File: src/rtl/timer_pkg.sv
// timer_pkg
// Shared constants for interval_timer: register word indices, CTRL bit
// positions and the STATUS PEND bit position.
package timer_pkg;

  // Register word indices (bus addr field)
  localparam logic [1:0] REG_LOAD   = 2'd0;
  localparam logic [1:0] REG_COUNT  = 2'd1;
  localparam logic [1:0] REG_CTRL   = 2'd2;
  localparam logic [1:0] REG_STATUS = 2'd3;

  // CTRL bit positions
  localparam int CTRL_EN_BIT     = 0;
  localparam int CTRL_RELOAD_BIT = 1;
  localparam int CTRL_IE_BIT     = 2;
  localparam int CTRL_PRESC_LSB  = 8;
  localparam int CTRL_PRESC_MSB  = 15;

  // STATUS bit positions
  localparam int STATUS_PEND_BIT = 0;

endpackage

File: src/rtl/interval_timer_if.sv
// interval_timer_if
// Register-bus bundle between the memory controller (master) and the
// timer (slave).
//   sel     : one-cycle access strobe
//   wr      : 1 = write, 0 = read (qualified by sel)
//   addr    : register word index
//   wr_data : write data
//   rd_data : registered read data, valid the cycle after a read strobe
interface interval_timer_if #(
  parameter int WIDTH = 32
);
  logic             sel;
  logic             wr;
  logic [1:0]       addr;
  logic [WIDTH-1:0] wr_data;
  logic [WIDTH-1:0] rd_data;

  modport master (output sel, output wr, output addr, output wr_data, input rd_data);
  modport slave  (input sel, input wr, input addr, input wr_data, output rd_data);
endinterface

File: src/rtl/timer_prescaler.sv
// timer_prescaler
// Divides the enabled clock by prescale+1 to produce a one-cycle tick.
// Only instantiated when TIMER_PRESCALE_EN is defined.
//   clk, rst_n : clock, synchronous active-low reset
//   en         : counter runs only while the timer is enabled
//   clr        : restart the divide sequence (enable edge)
//   prescale   : divide value minus one
//   tick       : one-cycle pulse every prescale+1 enabled cycles
module timer_prescaler (
  input  logic       clk,
  input  logic       rst_n,
  input  logic       en,
  input  logic       clr,
  input  logic [7:0] prescale,
  output logic       tick
);

  logic [7:0] cnt_q, cnt_d;

  // >= rather than == so lowering PRESCALE mid-count cannot strand the
  // counter above the new terminal value.
  assign tick = en & (cnt_q >= prescale);

  always_comb begin
    cnt_d = cnt_q;
    if (clr)       cnt_d = '0;
    else if (tick) cnt_d = '0;
    else if (en)   cnt_d = cnt_q + 8'd1;
  end

  always_ff @(posedge clk) begin
    if (!rst_n) cnt_q <= '0;
    else        cnt_q <= cnt_d;
  end

endmodule

File: src/rtl/interval_timer.sv
// interval_timer
// Memory-mapped down-counting timer with one-shot/periodic modes, a sticky
// pending flag and an interrupt level (alert = PEND & IE).
// Optional feature macro: TIMER_PRESCALE_EN (adds CTRL[15:8] PRESCALE and
// the timer_prescaler tick divider).
//   clk, rst_n : clock, synchronous active-low reset
//   bus        : register bus slave (sel/wr/addr/wr_data/rd_data)
//   alert_ack  : one-cycle interrupt acknowledge, clears PEND
//   alert      : interrupt request, registered-only path
module interval_timer
  import timer_pkg::*;
#(
  parameter int WIDTH = 32
) (
  input  logic               clk,
  input  logic               rst_n,
  interval_timer_if.slave    bus,
  input  logic               alert_ack,
  output logic               alert
);

  logic [WIDTH-1:0] load_q, load_d;
  logic [WIDTH-1:0] count_q, count_d;
  logic             en_q, en_d;
  logic             reload_q, reload_d;
  logic             ie_q, ie_d;
  logic             pend_q, pend_d;
  logic [WIDTH-1:0] rd_data_q, rd_data_d;

  logic             ld_wr, ctrl_wr, st_wr, rd_en;
  logic             en_edge, tick, expire;
  logic [WIDTH-1:0] ctrl_view;

  assign ld_wr   = bus.sel & bus.wr & (bus.addr == REG_LOAD);
  assign ctrl_wr = bus.sel & bus.wr & (bus.addr == REG_CTRL);
  assign st_wr   = bus.sel & bus.wr & (bus.addr == REG_STATUS);
  assign rd_en   = bus.sel & ~bus.wr;

  assign en_edge = ctrl_wr & bus.wr_data[CTRL_EN_BIT] & ~en_q;
  assign expire  = tick & (count_q == WIDTH'(1));

`ifdef TIMER_PRESCALE_EN
  logic [7:0] presc_q, presc_d;

  always_comb begin
    presc_d = presc_q;
    if (ctrl_wr) presc_d = bus.wr_data[CTRL_PRESC_MSB:CTRL_PRESC_LSB];
  end

  always_ff @(posedge clk) begin
    if (!rst_n) presc_q <= '0;
    else        presc_q <= presc_d;
  end

  timer_prescaler u_prescaler (
    .clk      (clk),
    .rst_n    (rst_n),
    .en       (en_q),
    .clr      (en_edge),
    .prescale (presc_q),
    .tick     (tick)
  );

  always_comb begin
    ctrl_view = '0;
    ctrl_view[CTRL_EN_BIT]     = en_q;
    ctrl_view[CTRL_RELOAD_BIT] = reload_q;
    ctrl_view[CTRL_IE_BIT]     = ie_q;
    ctrl_view[CTRL_PRESC_MSB:CTRL_PRESC_LSB] = presc_q;
  end
`else
  assign tick = en_q;

  always_comb begin
    ctrl_view = '0;
    ctrl_view[CTRL_EN_BIT]     = en_q;
    ctrl_view[CTRL_RELOAD_BIT] = reload_q;
    ctrl_view[CTRL_IE_BIT]     = ie_q;
  end
`endif

  always_comb begin
    load_d    = load_q;
    count_d   = count_q;
    en_d      = en_q;
    reload_d  = reload_q;
    ie_d      = ie_q;
    pend_d    = pend_q;
    rd_data_d = rd_data_q;

    if (ld_wr) load_d = bus.wr_data;

    if (ctrl_wr) begin
      en_d     = bus.wr_data[CTRL_EN_BIT];
      reload_d = bus.wr_data[CTRL_RELOAD_BIT];
      ie_d     = bus.wr_data[CTRL_IE_BIT];
    end

    // Enable load takes priority over a coincident tick. COUNT==0 ticks
    // fall through with no effect.
    if (en_edge) begin
      count_d = load_q;
    end else if (tick) begin
      if (count_q > WIDTH'(1)) begin
        count_d = count_q - WIDTH'(1);
      end else if (expire) begin
        if (reload_q) begin
          count_d = load_q;
        end else begin
          count_d = '0;
          en_d    = 1'b0;
        end
      end
    end

    // Set beats clear when both land on the same edge.
    if ((st_wr & bus.wr_data[STATUS_PEND_BIT]) | alert_ack) pend_d = 1'b0;
    if (expire) pend_d = 1'b1;

    if (rd_en) begin
      case (bus.addr)
        REG_LOAD:  rd_data_d = load_q;
        REG_COUNT: rd_data_d = count_q;
        REG_CTRL:  rd_data_d = ctrl_view;
        default: begin
          rd_data_d = '0;
          rd_data_d[STATUS_PEND_BIT] = pend_q;
        end
      endcase
    end
  end

  always_ff @(posedge clk) begin
    if (!rst_n) begin
      load_q    <= '0;
      count_q   <= '0;
      en_q      <= 1'b0;
      reload_q  <= 1'b0;
      ie_q      <= 1'b0;
      pend_q    <= 1'b0;
      rd_data_q <= '0;
    end else begin
      load_q    <= load_d;
      count_q   <= count_d;
      en_q      <= en_d;
      reload_q  <= reload_d;
      ie_q      <= ie_d;
      pend_q    <= pend_d;
      rd_data_q <= rd_data_d;
    end
  end

  assign bus.rd_data = rd_data_q;
  assign alert       = pend_q & ie_q;

endmodule

File: src/flat_wrapper.sv
// flat-port wrapper written by rule: the top's interface ports become plain ports
module interval_timer_flat import timer_pkg::*;
#(
  parameter int WIDTH = 32
)
  (clk, rst_n, alert_ack, alert, bus_sel, bus_wr, bus_addr, bus_wr_data, bus_rd_data);
  interval_timer_if #(.WIDTH(WIDTH)) bus_i ();
  input  logic clk;
  input  logic rst_n;
  input  logic alert_ack;
  output logic alert;
  input wire logic [$bits(bus_i.sel)-1:0] bus_sel;
  input wire logic [$bits(bus_i.wr)-1:0] bus_wr;
  input wire logic [$bits(bus_i.addr)-1:0] bus_addr;
  input wire logic [$bits(bus_i.wr_data)-1:0] bus_wr_data;
  output wire logic [$bits(bus_i.rd_data)-1:0] bus_rd_data;
  assign bus_i.sel = bus_sel;
  assign bus_i.wr = bus_wr;
  assign bus_i.addr = bus_addr;
  assign bus_i.wr_data = bus_wr_data;
  assign bus_rd_data = bus_i.rd_data;
  interval_timer #(.WIDTH(WIDTH)) u_core (.clk(clk), .rst_n(rst_n), .bus(bus_i), .alert_ack(alert_ack), .alert(alert));
endmodule
File: config.mk
export PLATFORM = sky130hd
export DESIGN_NAME = interval_timer_flat
export DESIGN_NICKNAME = d
export VERILOG_FILES = /design/src/rtl/timer_pkg.sv /design/src/rtl/interval_timer_if.sv /design/src/rtl/timer_prescaler.sv /design/src/rtl/interval_timer.sv /design/src/flat_wrapper.sv
export SDC_FILE = /design/constraint.sdc
export NUM_CORES = 1
export LEC_CHECK = 0
export ABC_CLOCK_PERIOD_IN_PS = 3300
export BUFFER_PORTS_ARGS = -buffer_cell sky130_fd_sc_hd__buf_2
export CAP_MARGIN = 20
export CORE_MARGIN = 4
export CORE_UTILIZATION = 30
export CTS_CLUSTER_DIAMETER = 120
export CTS_CLUSTER_SIZE = 25
export DETAILED_ROUTE_END_ITERATION = 12
export PLACE_DENSITY = 0.44
export RECOVER_POWER = 50
export SLEW_MARGIN = 0
export SYNTH_ARGS = -nofsm -noshare
export SYNTH_HDL_FRONTEND = slang
export SYNTH_SLANG_ARGS = --single-unit
export TNS_END_PERCENT = 30
File: constraint.sdc
create_clock -name clk -period 3.3 [get_ports clk]
set_input_delay 0.66 -clock clk [delete_from_list [all_inputs] [get_ports clk]]
set_output_delay 0.66 -clock clk [all_outputs]
set_load 0.02 [all_outputs]
==> results of run 1 <==
-- critical path, delay by kind of cell --
family                 cells  cell delay [ps]
buffers and inverters      2             2020
AO/OA/AOI/OAI              1              270
-- layout make-up --
type | count | share of cell area
Tap cell | 216 | 0.0462
Sequential cell | 100 | 0.342
Inverter | 4 | 0.00257
Multi-Input combinational cell | 423 | 0.474
Clock buffer | 12 | 0.0422
Timing Repair Buffer | 93 | 0.0798
Clock inverter | 4 | 0.0124
-- kinds of logic (layout without fill, tap and decap cells) --
group | Yosys count | count (layout) | share of synthesized area
simple gates | 218 | 218 | 0.228
buf+inv | 49 | 113 | 0.0463
compound gates | 165 | 165 | 0.235
flops | 100 | 100 | 0.400
mux | 35 | 35 | 0.0801
xor+xnor | 3 | 3 | 0.00526
fa+ha+maj | 2 | 2 | 0.00500
-- metrics by stage --
step,instance area (um^2),setup slack [ps]
detailed placement,5580,553
CTS,5900,621
floorplan,5000,863
global route,5850,307
finish,5850,640
global placement,5580,610
-- cells in the final DEF, fill, tap and decap left out, types with 4 or more instances in the layout --
master,count
dfxtp_1,100
nand2_1,97
clkbuf_1,39
buf_2,37
a22oi_1,35
nor2b_1,35
a21boi_0,34
mux2_2,30
a21oi_1,24
nor2_1,21
buf_4,19
o22ai_1,17
o21ai_0,16
nor3_1,14
a32o_1,14
nor4_1,10
clkbuf_16,9
a22o_1,5
nand3_1,5
inv_1,4
mux2i_1,4
nor4_4,4
or2_2,4
a221oi_1,4
-- sequential cells by signal, summed over array words and instances, names as in the netlist --
register / count
u_core.load_q: 32
u_core.pend_q: 1
u_core.reload_q: 1
u_core.en_q: 1
u_core.count_q: 32
u_core.ie_q: 1
u_core.bus.rd_data: 32
-- per-layer routing --
metal  track usage  vias to the layer above  wire, um
met4        0.0377                        0       157
met1         0.209                     2061      6940
met2         0.250                       83      6540
li1              -                     2199         -
met3        0.0364                       13       585
met5             0                        -         0
-- report_power, final --
part | internal (mW) | total (mW) | switching, mW
Combinational | 0.0708 | 0.171 | 0.101
Sequential | 1.22 | 1.23 | 0.00949
Clock | 0.685 | 1.16 | 0.473
Total | 1.97 | 2.56 | 0.583
-- worst max path at each step --
stage	cells after the start	from	slack [ps]	endpoint
after global placement	7	bus_addr[0]	610	u_core.count_q[27]$_SDFFE_PN0P_
after floorplan	8	bus_addr[0]	860	u_core.count_q[21]$_SDFFE_PN0P_
after detailed placement	7	bus_addr[1]	550	u_core.count_q[22]$_SDFFE_PN0P_
final	3	rst_n	640	u_core.en_q$_SDFF_PN0_
after global routing	3	rst_n	310	u_core.load_q[26]$_SDFFE_PN0P_
after CTS	6	u_core.count_q[19]$_SDFFE_PN0P_	620	u_core.count_q[30]$_SDFFE_PN0P_
==> flow_summary_export.csv, run 1 <==
group,metric,value,unit
finish,multi_input_area,2770,um^2
timing,grt_setup_unrepaired,"false",
status,violations,"max-capacitance violations, max-slew violations",
global_route,grt_pass1_vias,4416,
finish,seq_area,2000,um^2
clock_network,clk_latency,360,ps
global_route,antenna_found_initial,0,
synthesis,synth_top_area_cell,"dfxtp_1",
finish,antennaDiodeCount,0,
pwr,power,2.56,mW
job,max_cap_viol_count,1,
placement,io_buffers,71,
finish,fillers,1737,
global_route,grt_pass1_wl,23200,um
synthesis,postSynthNetCount,613,
finish,layout.nets,672,
setup_path,cpMaxStageDelayCell,"clkbuf_1",
min_path,min_from,"u_core.bus.rd_data[0]$_SDFFE_PN0P_",
setup_path,r2r.worst_path.cells,6,
setup_path,cp_common_cell,"clkbuf_1",
clock_network,htreeDepth,3,
global_route,grt_max_degree,37,
finish,finish.utilization,0.363,
synthesis,ys.flop_type,"dfxtp_1",
setup_path,arrival,2960,ps
setup_path,r2r_end,"u_core.count_q[30]$_SDFFE_PN0P_",
timing,fmax,0.376,GHz
min_path,hold_depth,2,
timing,finalCritPeriodShare,0.806,
routing,first_pass_iters,7,
synthesis,syn_area,5000,um^2
min_path,holdPathEnd,"u_core.bus.rd_data[0]$_SDFFE_PN0P_",
synthesis,synth_common_cells,"dfxtp_1 (100), nand2_1 (97), a22oi_1 (35), nor2b_1 (35), a21boi_0 (34)",
finish,syn2layout_area_growth,16.9,%
clock_network,path_clk_slew,70,ps
routing,route.final.wire_length,14200,um
synthesis,synth_top_area_frac,0.400,
routing,viasPerCell,5.11,
synthesis,yosysSeqAreaShare,0.400,
clock_network,tritoncts,"built",
status,outcome,"complete, but fails checks",
setup_path,reg2reg_from,"u_core.count_q[19]$_SDFFE_PN0P_",
timing,fin_hold_ws,484,ps
clock_network,hold_buffers,0,
clock_network,clock-sinks,100,
placement,hpwlAfterDp,9780,um
clock_network,cts_resized,0,
clock_network,cts_made_buffers,9,
pwr,power_density,437,nW/um^2
placement,dp.cells,836,
synthesis,yosysMostFrequentCell,"dfxtp_1",
routing,vias,4356,
clock_network,clock-root-buffer,"clkbuf_16",
timing,slew_headroom,-0.0950,
synthesis,ys_types,54,
setup_path,critPathLaunchType,"input port",
pwr,p_leak,2.19,nW
routing,wl_per_cell,16.7,um
min_path,hold_class,"flip-flop to flip-flop",
floorplan,start_util,0.310,
timing,fin_crit,2660,ps
routing,drt_iter0_drc,301,
floorplan,die_area,18800,um^2
synthesis,syn_avg_cell_area,8.74,um^2
clock_network,cts_buffer_depth,2,
timing,worst_pin_slew,1640,ps
placement,gp_congestion,0.815,
floorplan,rows,46,
routing,drc,0,
timing,skew,11.4,ps
timing,finalMaxSlewViolations,35,
setup_path,cpPeakStageDelay,1160,ps
floorplan,fp.dieW,137,um
timing,fin_setup_tns,0,ps
clock_network,cts_setup_buffers,0,
setup_path,cp-end-kind,"flip-flop",
setup_path,path_cells,"clkbuf_1 -> clkbuf_1 -> o211a_1",
setup_path,worst-r2r-setup-slack,660,ps
synthesis,syn_inst,572,
setup_path,worst-path-max-fanout,34,
floorplan,coreArea,16100,um^2
finish,drive_gt1_frac,0.190,
finish,stdcell_count,852,
synthesis,synth.top_cells.by_area,"dfxtp_1 (40%), nand2_1 (7.3%), mux2_2 (6.8%)",
setup_path,worstSetupPathType,"input port to flip-flop",
setup_path,critPathRequiredTime,3600,ps
synthesis,synth-edff-count,0,
floorplan,die_y,137,um
synthesis,ys_async_sr_fraction,0,
synthesis,synth_warnings,0,
global_route,grt_overflow,0,
global_route,track_usage,0.155,
timing,hold_violations,0,
synthesis,ys_ff_latch,100,
floorplan,io_pins,72,
timing,setup_viol,0,
routing,drtAntennaViolNets,0,
pwr,peakVddDrop,0.263,mV
Power figures use the tool's default switching activity.
==> inputs of run 2 (changes only) <==
Settings changed: ABC_CLOCK_PERIOD_IN_PS 3300 to 2150, PLACE_DENSITY 0.44 to 0.46.
Clock period 3.3 ns to 2.15 ns, I/O delays scaled along.
==> run 2 against run 1 <==
Compared with the run above: the flow finishes with violations (negative setup slack); wire length grew 7.3%; combinational power grew 78%; core utilization up 4.0 points; final cell count rose by 7.7%; flip-flop and latch count stayed put; clock-buffer cell count did not move; clock power rose by 33%; critical endpoint is now u_core.count_q[20]$_SDFFE_PN0P_; largest power group unchanged; highest routed layer unchanged.
==> flow_summary_export.csv, run 2 (same netlist as run 1, synthesis figures left out) <==
group,metric,value,unit
setup_path,worst-path-max-fanout,5,
floorplan,coreArea,16100,um^2
finish,drive_gt1_frac,0.291,
setup_path,startpoint,"u_core.count_q[10]$_SDFFE_PN0P_",
timing,finalMaxSlewViolations,0,
routing,viasPerCell,5.10,
pwr,peakVddDrop,0.377,mV
setup_path,r2r.worst_path.cells,10,
clock_network,cts_made_buffers,9,
clock_network,clock-sinks,100,
timing,grt_setup_unrepaired,"true",
placement,gp_congestion,0.893,
timing,fmax,0.463,GHz
finish,multi_input_area,2910,um^2
setup_path,path_cells,"nor4_4 -> buf_4 -> nand2_8 -> nor4_4 -> buf_4 -> buf_4 -> nor3_1 -> buf_4 -> a22o_1 -> a32o_1",
timing,fin_setup_tns,-15.6,ps
setup_path,worstSetupPathType,"flip-flop to flip-flop",
placement,dp.cells,891,
routing,first_pass_iters,5,
finish,fillers,1678,
finish,layout_common_cells,"nand2_1 (97), dfxtp_1 (96), buf_4 (74)",
pwr,switching_share,0.244,
finish,final_common_cell,"nand2_1",
clock_network,path_clk_slew,70,ps
clock_network,tritoncts,"built",
routing,route.final.wire_length,15300,um
min_path,hold_class,"input port to flip-flop",
timing,slew_headroom,0.340,
floorplan,fp.dieW,137,um
finish,layout.nets,738,
timing,fin_crit,2160,ps
pwr,clkPwrFrac,0.414,
routing,drc,0,
setup_path,cp-end-kind,"flip-flop",
routing,wl_per_cell,16.6,um
setup_path,reg2reg_from,"u_core.count_q[10]$_SDFFE_PN0P_",
timing,finalCritPeriodShare,1.01,
clock_network,hold_buffers,0,
finish,antennaDiodeCount,0,
timing,setup_viol,2,
global_route,grt_overflow,0,
pwr,p_int,2.82,mW
floorplan,die_area,18800,um^2
setup_path,critPathRequiredTime,2400,ps
floorplan,rows,46,
clock_network,clock-root-buffer,"clkbuf_16",
timing,hold_violations,0,
pwr,pwr-share-seq,0.505,
global_route,grt_pass1_vias,4768,
pwr,p_leak,2.55,nW
global_route,antenna_found_initial,0,
setup_path,r2r_end,"u_core.count_q[20]$_SDFFE_PN0P_",
min_path,holdPathEnd,"u_core.load_q[6]$_SDFFE_PN0P_",
setup_path,worst-r2r-setup-slack,-10,ps
global_route,grt_pass1_wl,24600,um
status,violations,"negative setup slack",
finish,syn2layout_area_growth,29.8,%
setup_path,arrival,2410,ps
clock_network,cts_buffer_depth,2,
pwr,power_density,575,nW/um^2
setup_path,cp_common_cell,"buf_4",
routing,drtAntennaViolNets,0,
timing,worst_pin_slew,990,ps
floorplan,io_pins,72,
finish,seq_area,2010,um^2
job,max_cap_viol_count,0,
status,outcome,"complete, but fails checks",
floorplan,die_y,137,um
timing,skew,6.95,ps
pwr,comb_power_share,0.081,
finish,stdcell_count,918,
placement,hpwlAfterDp,10500,um
min_path,min_from,"bus_wr_data[6]",
min_path,hold_depth,3,
timing,setup_ws,-12.1,ps
global_route,track_usage,0.166,
routing,drt_iter0_drc,467,
floorplan,start_util,0.310,
global_route,grt_max_degree,52,
placement,pre_cts_ws,-118,ps
setup_path,cpPeakStageDelay,340,ps
pwr,switching_power,910,uW
routing,vias,4686,
placement,io_buffers,71,
setup_path,cpMaxStageDelayCell,"dfxtp_2",
clock_network,htreeDepth,3,
setup_path,critPathLaunchType,"flip-flop",
clock_network,clk_latency,360,ps
==> run 2: cell types whose count changed in the layout (fill, tap and decap cells not counted), moves of 3 or more <==
| cell | before | now |
|---|---|---|
| dfxtp_2 | 0 | 4 |
| buf_4 | 19 | 74 |
| buf_6 | 0 | 5 |
| o21ai_1 | 0 | 4 |
| o21ai_0 | 16 | 12 |
| buf_12 | 0 | 4 |
| nor3_2 | 1 | 4 |
| nor3_1 | 14 | 11 |
| dfxtp_1 | 100 | 96 |
==> run 2: layout make-up <==
class | count | area share
multi-input cells | 426 | 0.449
flip-flops and latches | 100 | 0.309
repair buffers | 156 | 0.156
well taps | 216 | 0.0416
clock buffers | 12 | 0.0380
clock inverters | 4 | 0.00386
inverters | 4 | 0.00231
==> run 2: routing by layer <==
metal	routed length, um	track usage
met4	246	0.0660
met5	0	0
met3	640	0.0301
met2	6980	0.262
met1	7400	0.224
==> run 2: metrics by stage <==
stage / hold WS [ps] / area [um^2] / util / power, mW
finish: 315 / 6490 / 0.403 / 3.73
global route: 308 / 6490 / 0.403 / 3.88
floorplan: 445 / 5010 / - / 2.09
global placement: 459 / 6050 / 0.376 / 2.22
CTS: 301 / 6440 / 0.400 / 3.78
detailed placement: 459 / 6050 / 0.376 / 2.22
==> run 2: worst max-delay path, delay by kind of cell (launching register included) <==
kind	cells	cell delay, ps
AOI/OAI and AO/OA	2	380
buffers and inverters	4	630
DFF	1	340
and+or+nand+nor	4	720
==> run 2: how the worst max path moves through the flow <==
| stage | cells past startpoint | slack, ps | end |
|---|---|---|---|
| floorplan | 7 | -20 | u_core.count_q[29]$_SDFFE_PN0P_ |
| global placement | 9 | -60 | u_core.count_q[7]$_SDFFE_PN0P_ |
| detailed placement | 7 | -120 | u_core.count_q[19]$_SDFFE_PN0P_ |
| CTS | 9 | -10 | u_core.count_q[7]$_SDFFE_PN0P_ |
| global route | 10 | -80 | u_core.count_q[20]$_SDFFE_PN0P_ |
| finish | 10 | -10 | u_core.count_q[20]$_SDFFE_PN0P_ |
==> run 2: power by group through the flow <==
stage	Combinational (mW)	Sequential, mW	Clock [mW]
6_report	0.304	1.88	1.54
5_1_grt	0.334	1.89	1.66
4_1_cts	0.301	1.88	1.60
3_5_place_dp	0.294	1.93	0
3_3_place_gp	0.290	1.93	0
2_1_floorplan	0.167	1.93	0
==> run 2: repair_timing <==
action | in CTS | in global routing
pin swaps | 5 | 17
gates cloned | 1 | 2
endpoints found under the setup margin | 32 | 32
gates resized for setup | 12 | 23
endpoints found under the hold margin | 0 | 0
buffers inserted | 7 | 2
==> inputs of run 3 (changes only) <==
Settings changed: GPL_TIMING_DRIVEN from default to 0.
==> run 3 against run 2 <==
Compared with the run above: the run still ends with negative setup slack left; register-to-register slack is essentially flat; combinational power is 16% higher; wire length grew 15%; first-iteration DRC count down 14%; non-clock buffer count grew 17; fmax shrank 0.68%; design area rose by 5.0%; clock power decreased by 4%.
==> flow_summary_export.csv, run 3 (same netlist as run 1, synthesis figures left out) <==
group,metric,value,unit
global_route,grt_overflow,0,
min_path,min_from,"bus_wr_data[30]",
finish,final_common_cell,"nand2_1",
floorplan,die_y,137,um
floorplan,start_util,0.310,
finish,layout_common_cells,"nand2_1 (95), dfxtp_1 (87), clkbuf_1 (62)",
setup_path,worstSetupPathType,"flip-flop to flip-flop",
global_route,grt_pass1_wl,26300,um
clock_network,htreeDepth,3,
finish,syn2layout_area_growth,36.3,%
timing,finalMaxSlewViolations,0,
timing,finalCritPeriodShare,1.01,
timing,setup_ws,-26.9,ps
global_route,antenna_found_initial,0,
timing,grt_setup_unrepaired,"true",
global_route,grt_max_degree,14,
routing,drt_iter0_drc,400,
setup_path,arrival,2430,ps
timing,worst_pin_slew,956,ps
clock_network,cts_made_buffers,9,
status,outcome,"complete, but fails checks",
timing,slew_headroom,0.358,
finish,drive_gt1_frac,0.306,
routing,drc,0,
timing,hold_violations,0,
placement,hpwlAfterDp,11600,um
global_route,grt_pass1_vias,4725,
clock_network,path_clk_slew,70,ps
timing,skew,6.89,ps
timing,fin_crit,2180,ps
setup_path,cp_common_cell,"buf_6",
floorplan,io_pins,72,
setup_path,critPathBufInv,5,
setup_path,critPathLaunchType,"flip-flop",
clock_network,hold_buffers,0,
setup_path,critPathTopFamily,"buffers and inverters",
setup_path,critPathRequiredTime,2400,ps
pwr,peakVddDrop,0.354,mV
setup_path,cp-end-kind,"flip-flop",
finish,finish.utilization,0.423,
routing,wl_per_cell,18.9,um
setup_path,worst-path-max-fanout,6,
status,violations,"negative setup slack",
floorplan,rows,46,
placement,gp_congestion,0.892,
pwr,p_leak,2.62,nW
setup_path,reg2reg_from,"u_core.count_q[5]$_SDFFE_PN0P_",
timing,fmax,0.459,GHz
setup_path,cpMaxStageDelayCell,"dfxtp_4",
finish,antennaDiodeCount,0,
job,max_cap_viol_count,0,
floorplan,coreArea,16100,um^2
routing,viasPerCell,5.31,
floorplan,fp.dieW,137,um
clock_network,cts_buffer_depth,2,
routing,first_pass_iters,5,
floorplan,die_area,18800,um^2
clock_network,clk_latency,350,ps
global_route,track_usage,0.183,
routing,drtAntennaViolNets,0,
placement,pre_cts_ws,-663,ps
clock_network,tritoncts,"built",
placement,io_buffers,69,
min_path,hold_class,"input port to flip-flop",
routing,route.final.wire_length,17600,um
setup_path,path_cells,"nor4_4 -> buf_4 -> buf_6 -> o211ai_1 -> nor4_4 -> buf_6 -> nor2_4 -> buf_6 -> buf_6 -> a22o_1 -> a32o_1",
pwr,power_density,545,nW/um^2
clock_network,clock-sinks,100,
timing,setup_viol,3,
setup_path,cpPeakStageDelay,350,ps
setup_path,startpoint,"u_core.count_q[5]$_SDFFE_PN0P_",
finish,layout.nets,753,
routing,vias,4932,
clock_network,clock-root-buffer,"clkbuf_16",
[run 3: cell count changes in the layout (fill, tap and decap cells not counted), moves of 3 or more]
cell and change:
buf_4 -28, clkbuf_1 +25, dfxtp_1 -9, buf_6 +6, buf_8 +6, dfxtp_4 +5, clkbuf_16 +4, dfxtp_2 +4
o21ai_2 +4, nor4_4 +3, o21ai_0 -3
[run 3: timing repair]
item | in CTS | in global routing
cloned | 0 | 5
endpoints found under the setup margin | 32 | 32
resized for setup | 51 | 66
setup buffers | 28 | 29
endpoints found under the hold margin | 0 | 0
pin swaps | 15 | 39
[run 3: path summary, 6_finish.rpt]
kind                                             end  slack, ps  cells past startpoint
setup / recovery      u_core.count_q[3]$_SDFFE_PN0P_        -30                     11
hold / removal        u_core.load_q[30]$_SDFFE_PN0P_        320                      3
setup reg to reg      u_core.count_q[3]$_SDFFE_PN0P_        -30                     11
hold reg to reg   u_core.bus.rd_data[0]$_SDFFE_PN0P_        470                      2
[run 3: area by class of cell]
cell class	instances	area, um^2
fill	1642	9300
timing repair buffer	130	911
clock buffer	12	246
inverter	4	20.0
sequential	100	2030
multi-input combinational	424	3060
tap	216	270
buffer	43	280
[run 3: where the power goes]
group	switching (mW)	internal (mW)	total (mW)
Combinational	0.199	0.153	0.353
Clock	0.687	0.793	1.48
Sequential	0.0163	1.86	1.88
Total	0.902	2.81	3.71
[run 3: through the flow]
stage          std cells  area (um^2)  hold WS [ps]  total power [mW]  TNS, ps
2_1_floorplan        572         5010           445              2.09    -16.6
3_3_place_gp         857         5620           455              2.21   -16770
3_5_place_dp         857         5620           459              2.21   -16620
4_1_cts              896         6280           310              3.71    -26.0
5_1_grt              929         6810           313              3.84    -1520
6_report             929         6810           322              3.71    -39.3
[run 3: per-layer routing]
layer / vias to the layer above / GRT usage / routed length (um)
met5: - / 0 / 0
met3: 30 / 0.0397 / 1090
met4: 0 / 0.0732 / 431
met1: 2346 / 0.251 / 8110
li1: 2364 / - / -
met2: 192 / 0.281 / 7930
[run 3: worst reg2reg max path: stages, from the launching register on]
cell	delay [ps]
dfxtp_4	350
nor4_4	280
buf_4	170
buf_6	90
o211ai_1	120
nor4_4	200
buf_6	160
nor2_4	40
buf_6	130
buf_6	140
a22o_1	190
a32o_1	210
